`config.mk`:
```
export PLATFORM = sky130hd
export DESIGN_NAME = boot_loader
export DESIGN_NICKNAME = d
export VERILOG_FILES = /design/src/rtl/boot_pkg.sv /design/src/rtl/boot_checksum.sv /design/src/rtl/boot_loader.sv
export SDC_FILE = /design/constraint.sdc
export NUM_CORES = 1
export LEC_CHECK = 0
export CELL_PAD_IN_SITES_DETAIL_PLACEMENT = 0
export CELL_PAD_IN_SITES_GLOBAL_PLACEMENT = 1
export CORE_UTILIZATION = 36
export CTS_BUF_LIST = sky130_fd_sc_hd__clkbuf_16
export CTS_CLUSTER_DIAMETER = 80
export DETAILED_ROUTE_END_ITERATION = 10
export GPL_TIMING_DRIVEN = 0
export PLACE_DENSITY_LB_ADDON = 0.05
export SKIP_CTS_REPAIR_TIMING = 1
export SKIP_LAST_GASP = 1
export SYNTH_ARGS = -nofsm -noshare
export SYNTH_HDL_FRONTEND = slang
export SYNTH_SLANG_ARGS = --single-unit
```
`constraint.sdc`:
```
create_clock -name CLK -period 2 [get_ports CLK]
set_clock_uncertainty 0.1 [all_clocks]
set_input_delay 0.2 -clock CLK [delete_from_list [all_inputs] [get_ports CLK]]
set_output_delay 0.2 -clock CLK [all_outputs]
set_load 0.005 [all_outputs]
```
`src/rtl/boot_pkg.sv`:
```
// -----------------------------------------------------------------------------
// boot_pkg
// Shared definitions for the boot-time ROM-to-RAM copy engine.
//   boot_state_t     : copy FSM states (IDLE, ISSUE, WAIT, WRITE, DONE)
//   BOOT_WORD_COUNT  : default number of words copied out of the boot ROM
//   BOOT_RAM_BASE    : default RAM word address that receives ROM word 0
// -----------------------------------------------------------------------------
package boot_pkg;

    typedef enum logic [2:0] {
        IDLE,
        ISSUE,
        WAIT,
        WRITE,
        DONE
    } boot_state_t;

    localparam int BOOT_WORD_COUNT = 1024;
    localparam int BOOT_RAM_BASE   = 0;

endpackage

```
`src/rtl/boot_checksum.sv`:
```
// -----------------------------------------------------------------------------
// boot_checksum
// Running modulo-2^BITS sum of the words written into RAM.
//   CLK, RSTb : clock, asynchronous active-low reset
//   clear     : zero the accumulator (takes priority over en)
//   en        : add data to the accumulator this cycle
//   data      : word to add
//   zero      : high when the sum, including this cycle's word when en=1,
//               is zero; lets the caller register the final verdict on the
//               same edge that accepts the last word
// -----------------------------------------------------------------------------
module boot_checksum #(
    parameter int BITS = 32
) (
    input  logic            CLK,
    input  logic            RSTb,
    input  logic            clear,
    input  logic            en,
    input  logic [BITS-1:0] data,
    output logic            zero
);

    logic [BITS-1:0] acc;
    logic [BITS-1:0] acc_sum;

    assign acc_sum = acc + data;
    assign zero    = ((en ? acc_sum : acc) == '0);

    // NOTE: state is updated with non-blocking assignments so every register
    // samples pre-edge values regardless of process ordering.
    always_ff @(posedge CLK or negedge RSTb) begin
        if (!RSTb) begin
            acc <= '0;
        end else if (clear) begin
            acc <= '0;
        end else if (en) begin
            acc <= acc_sum;
        end
    end

endmodule

```
`src/rtl/boot_loader.sv`:
```
// -----------------------------------------------------------------------------
// boot_loader
// Copies WORD_COUNT words from the boot ROM into main RAM, one word at a time,
// and holds the CPU in reset until the copy has finished.
//
// Build option: define BOOT_LOADER_CHECKSUM_EN to sum every copied word and
// release the CPU only when that sum is zero. Without it checksum_ok is tied
// high and cpu_resetb follows done.
//
// Ports
//   CLK, RSTb      : clock, asynchronous active-low reset
//   start          : begin the copy (looked at only while idle)
//   rom_addr       : ROM word address (registered)
//   rom_data       : ROM read data
//   rom_data_valid : rom_data matches rom_addr
//   ram_addr       : RAM write address (registered)
//   ram_wdata      : RAM write data (registered)
//   ram_we         : write request, held until ram_ready
//   ram_ready      : RAM accepts the write when ram_we && ram_ready
//   busy           : copy in progress
//   done           : copy finished, sticky until reset
//   cpu_resetb     : CPU reset, active-low
//   checksum_ok    : image checksum verdict
// -----------------------------------------------------------------------------
module boot_loader
    import boot_pkg::*;
#(
    parameter int BITS          = 32,
    parameter int ADDRESS_BITS  = 10,
    parameter int RAM_ADDR_BITS = 12,
    parameter int WORD_COUNT    = BOOT_WORD_COUNT,
    parameter int RAM_BASE      = BOOT_RAM_BASE
) (
    input  logic                     CLK,
    input  logic                     RSTb,
    input  logic                     start,
    output logic [ADDRESS_BITS-1:0]  rom_addr,
    input  logic [BITS-1:0]          rom_data,
    input  logic                     rom_data_valid,
    output logic [RAM_ADDR_BITS-1:0] ram_addr,
    output logic [BITS-1:0]          ram_wdata,
    output logic                     ram_we,
    input  logic                     ram_ready,
    output logic                     busy,
    output logic                     done,
    output logic                     cpu_resetb,
    output logic                     checksum_ok
);

    localparam int IDX_BITS = ADDRESS_BITS + 1;
    localparam logic [IDX_BITS-1:0]      LAST_INDEX = IDX_BITS'(WORD_COUNT - 1);
    localparam logic [RAM_ADDR_BITS-1:0] BASE_ADDR  = RAM_ADDR_BITS'(RAM_BASE);

    boot_state_t         state;
    boot_state_t         state_next;
    logic [IDX_BITS-1:0] index;

    logic launch;   // start seen while idle
    logic capture;  // ROM word available in WAIT
    logic accept;   // RAM took the pending write
    logic last;     // current word is the final one

    assign launch  = (state == IDLE)  && start;
    assign capture = (state == WAIT)  && rom_data_valid;
    assign accept  = (state == WRITE) && ram_ready;
    assign last    = (index == LAST_INDEX);

    // ---------------------------------------------------------------- FSM
    always_ff @(posedge CLK or negedge RSTb) begin
        if (!RSTb) begin
            state <= IDLE;
        end else begin
            state <= state_next;
        end
    end

    // NOTE: every signal driven here gets a default first, so no path through
    // the case statement can leave one unassigned and infer a latch.
    always_comb begin
        state_next = state;
        busy       = 1'b0;
        done       = 1'b0;
        unique case (state)
            IDLE: begin
                if (start) state_next = ISSUE;
            end
            ISSUE: begin
                // Valid is not trusted here: the ROM compares against its
                // previous address and can read high before its data
                // register has loaded the new word.
                busy       = 1'b1;
                state_next = WAIT;
            end
            WAIT: begin
                busy = 1'b1;
                if (rom_data_valid) state_next = WRITE;
            end
            WRITE: begin
                busy = 1'b1;
                if (ram_ready) state_next = last ? DONE : ISSUE;
            end
            DONE: begin
                done = 1'b1;
            end
            default: begin
                state_next = IDLE;
            end
        endcase
    end

    // ----------------------------------------------------------- datapath
    always_ff @(posedge CLK or negedge RSTb) begin
        if (!RSTb) begin
            index     <= '0;
            rom_addr  <= '0;
            ram_addr  <= '0;
            ram_wdata <= '0;
            ram_we    <= 1'b0;
        end else begin
            if (launch) begin
                index    <= '0;
                rom_addr <= '0;
            end
            if (capture) begin
                ram_wdata <= rom_data;
                // Wraps modulo 2^RAM_ADDR_BITS.
                ram_addr  <= BASE_ADDR + RAM_ADDR_BITS'(index);
                ram_we    <= 1'b1;
            end
            if (accept) begin
                ram_we <= 1'b0;
                // The final word leaves the address alone, so rom_addr never
                // wraps even when the whole ROM is copied.
                if (!last) begin
                    index    <= index + 1'b1;
                    rom_addr <= rom_addr + 1'b1;
                end
            end
        end
    end

    // ----------------------------------------------------------- checksum
`ifdef BOOT_LOADER_CHECKSUM_EN
    logic sum_zero;

    boot_checksum #(
        .BITS (BITS)
    ) u_checksum (
        .CLK   (CLK),
        .RSTb  (RSTb),
        .clear (launch),
        .en    (accept),
        .data  (ram_wdata),
        .zero  (sum_zero)
    );

    // Registered on the edge that accepts the last word, i.e. entering DONE,
    // so cpu_resetb rises together with done.
    always_ff @(posedge CLK or negedge RSTb) begin
        if (!RSTb) begin
            checksum_ok <= 1'b0;
        end else if (accept && last) begin
            checksum_ok <= sum_zero;
        end
    end

    assign cpu_resetb = done && checksum_ok;
`else
    assign checksum_ok = 1'b1;
    assign cpu_resetb  = done;
`endif

endmodule

```
==> reports/qor.yml <==
status:
  outcome: "finished clean"
floorplan:
  die_height_um: 93.4
  start_util: 0.381
  coreArea_mm2: 0.00789
  rows: 32
  die_area_mm2: 0.00872
  io_pins: 96
  die-width_um: 93.4
timing:
  finalHoldViolCount: 0
  rsz0062_at_grt: "yes"
  tightest_slew_ps: 860
  clock.fmax_ghz: 0.507
  final_max_slew_viol_count: 0
  finalSetupViolCount: 0
  max_slew_margin: 0.427
  period_minus_slack_ps: 1970
  fin_tns_setup_ps: 0
  final.period_utilization: 0.986
drt:
  drtIter0Drc: 70
  wl_per_cell_um: 14.2
  via_count: 2160
  dr.pass1.iters: 4
  ant_nets: 0
  vias_per_cell: 4.86
  finalWirelength_mm: 6.29
  remaining_drc_errors: 0
yosys:
  netlist.area_leader.share: 0.566
  yosys.area.top_type: "dfrtp_1"
  syn-num-nets: 269
  synth_area_mm2: 0.00301
  synth_area_per_cell_um2: 13.1
  synth_seq_cells: 68
  ys_warn_count: 0
  ys_types: 36
  seq_area_frac_synth: 0.566
  synth_area_leaders: "dfrtp_1 (57%), mux2_2 (15%), mux2i_1 (4.3%), nand2_1 (2.7%), nand3_1 (2.3%)"
  synthCells: 230
setup_path:
  start_kind: "flip-flop"
  worstSetupPathType: "reg2out"
  path_buf_inv: 2
  end_kind: "output pin"
  cp_slowest_cell: "clkdlybuf4s50_1"
  max_stage_delay_ps: 480
  crit_fanout: 6
  critical_path.top_delay_family: "buffers and inverters"
  cp_data_required_time_ps: 1700
  cp_cell_sequence: "nor2_4 > and2_4 > buf_4 > clkdlybuf4s50_1"
  critPathArrivalTime_ps: 1670
power:
  irDropWorstVdd_mv: 0.602
  powerDensity_mw_per_mm2: 1280
  pwr-share-clk: 0.268
  combPwrFrac: 0.353
  power.switching_mw: 1.52
  p_int_mw: 4.10
  p_sw_frac: 0.270
  seqPwrFrac: 0.379
  power_leakage_nw: 1.96
cells_and_area:
  antenna_cells: 0
  final_common_cell: "clkdlybuf4s50_1"
  final_cell_mix: "clkdlybuf4s50_1 (92), dfrtp_1 (67), mux2_2 (41)"
  final_area_mm2: 0.00439
  synthToLayoutAreaGrowth_pct: 46.0
  layout-drive-gt1-share: 0.240
  fin_util: 0.556
  fin_nets: 377
global_routing:
  antenna_found_initial: 0
  grt_pass1_vias: 2141
  grtUsageMet1: 0.212
  grt_busiest_layer: "met2"
  grt_overflow: 0
  grt_max_degree: 69
  use_met3: 0.0480
  groute.usage.overall: 0.156
  grt_pass1_wl_mm: 10.4
  grtUsageMet2: 0.224
flow_run:
  drv_cap: 0
cts:
  clock-sinks: 68
  cts_tree: "built"
  clk_latency_ps: 320
  cts_root_buf: "clkbuf_16"
  cts_max_path_buffers: 2
  h-tree-depth: 3
  cts_buffers: 9
  path_clk_slew_ps: 60
placement:
  hpwl_mm: 4.22
  gp_congestion: 0.723
  io_buffers: 93
  placed_area_mm2: 0.00406
worst_hold_path:
  hold_class: "in2reg"
cell families (layout without fill, tap and decap cells):
logic type,count (synthesis),count (layout),share of synthesized area
other,2,2,0.00250
multiplexers,57,57,0.208
flip-flops,68,68,0.566
buffers and inverters,13,125,0.0408
AND/OR/NAND/NOR,77,77,0.146
AO/OA/AOI/OAI,11,11,0.0279
adder cells (fa/ha/maj),2,2,0.00833
synthesized netlist by cell type (all sizes together):
cell type and number:
nand2 23, clkbuf 3, a31oi 3, and4 3
o21bai 1, buf 10, and3 5, nand3 14
mux2i 13, o21ai 2, mux2 44, dfrtp 68
nand2b 3, and3b 1, a21o 1, a21oi 2
o22ai 1, or3 2, nor3 5, and2 2
nand4 11, nand4b 1, conb 2, ha 2
nor2 7, a31o 1
power groups by stage:
stage | clock network [mW] | registers (mW) | logic [mW]
after CTS | 1.54 | 2.13 | 1.98
after detailed placement | 0 | 2.14 | 1.98
final | 1.51 | 2.13 | 1.98
after global placement | 0 | 2.12 | 1.97
after floorplan | 0 | 2.15 | 0.862
after global routing | 1.60 | 2.20 | 2.17
layer usage:
layer  wire, um  vias up  part of all wire
li1           -     1044                 -
met1       2930     1040              0.47
met2       2810       65              0.45
met3        442       11             0.070
met4        113        0             0.018
met5          0        -                 0
layout make-up:
| cell class | count | area [um^2] |
|---|---|---|
| plain buffers | 13 | 123 |
| fillers | 693 | 3500 |
| flip-flops and latches | 68 | 1700 |
| repair buffers | 97 | 961 |
| clock inverters | 6 | 57.6 |
| clock buffers | 9 | 225 |
| well taps | 102 | 128 |
| multi-input cells | 149 | 1190 |
path summary, 6_finish.rpt:
check,from,end,slack (ps),cells past startpoint
max,state[1],done,30,4
min,rom_data[12],ram_wdata[12],370,2
max reg2reg,index[0],index[8],120,5
min reg2reg,rom_addr[9],rom_addr[9],370,1
max in group asynchronous,RSTb,state[1],780,2
min in group asynchronous,RSTb,rom_addr[5],430,2
per-stage QoR:
| step | power, mW | std cells | hold slack (ps) | setup slack, ps |
|---|---|---|---|---|
| finish | 5.62 | 444 | 372 | 28.8 |
| global route | 5.97 | 444 | 380 | -41.5 |
| detailed placement | 4.12 | 425 | 280 | -37.8 |
| global placement | 4.09 | 425 | 362 | -1850 |
| floorplan | 3.01 | 230 | -196 | 250 |
| CTS | 5.66 | 440 | -69.5 | -95.2 |
sequential cells by signal, summed over array words and instances (netlist names):
name / flops
state: 3
ram_wdata: 32
index: 11
ram_addr: 11
rom_addr: 10
ram_we: 1
(Power assumes the default switching activity.)
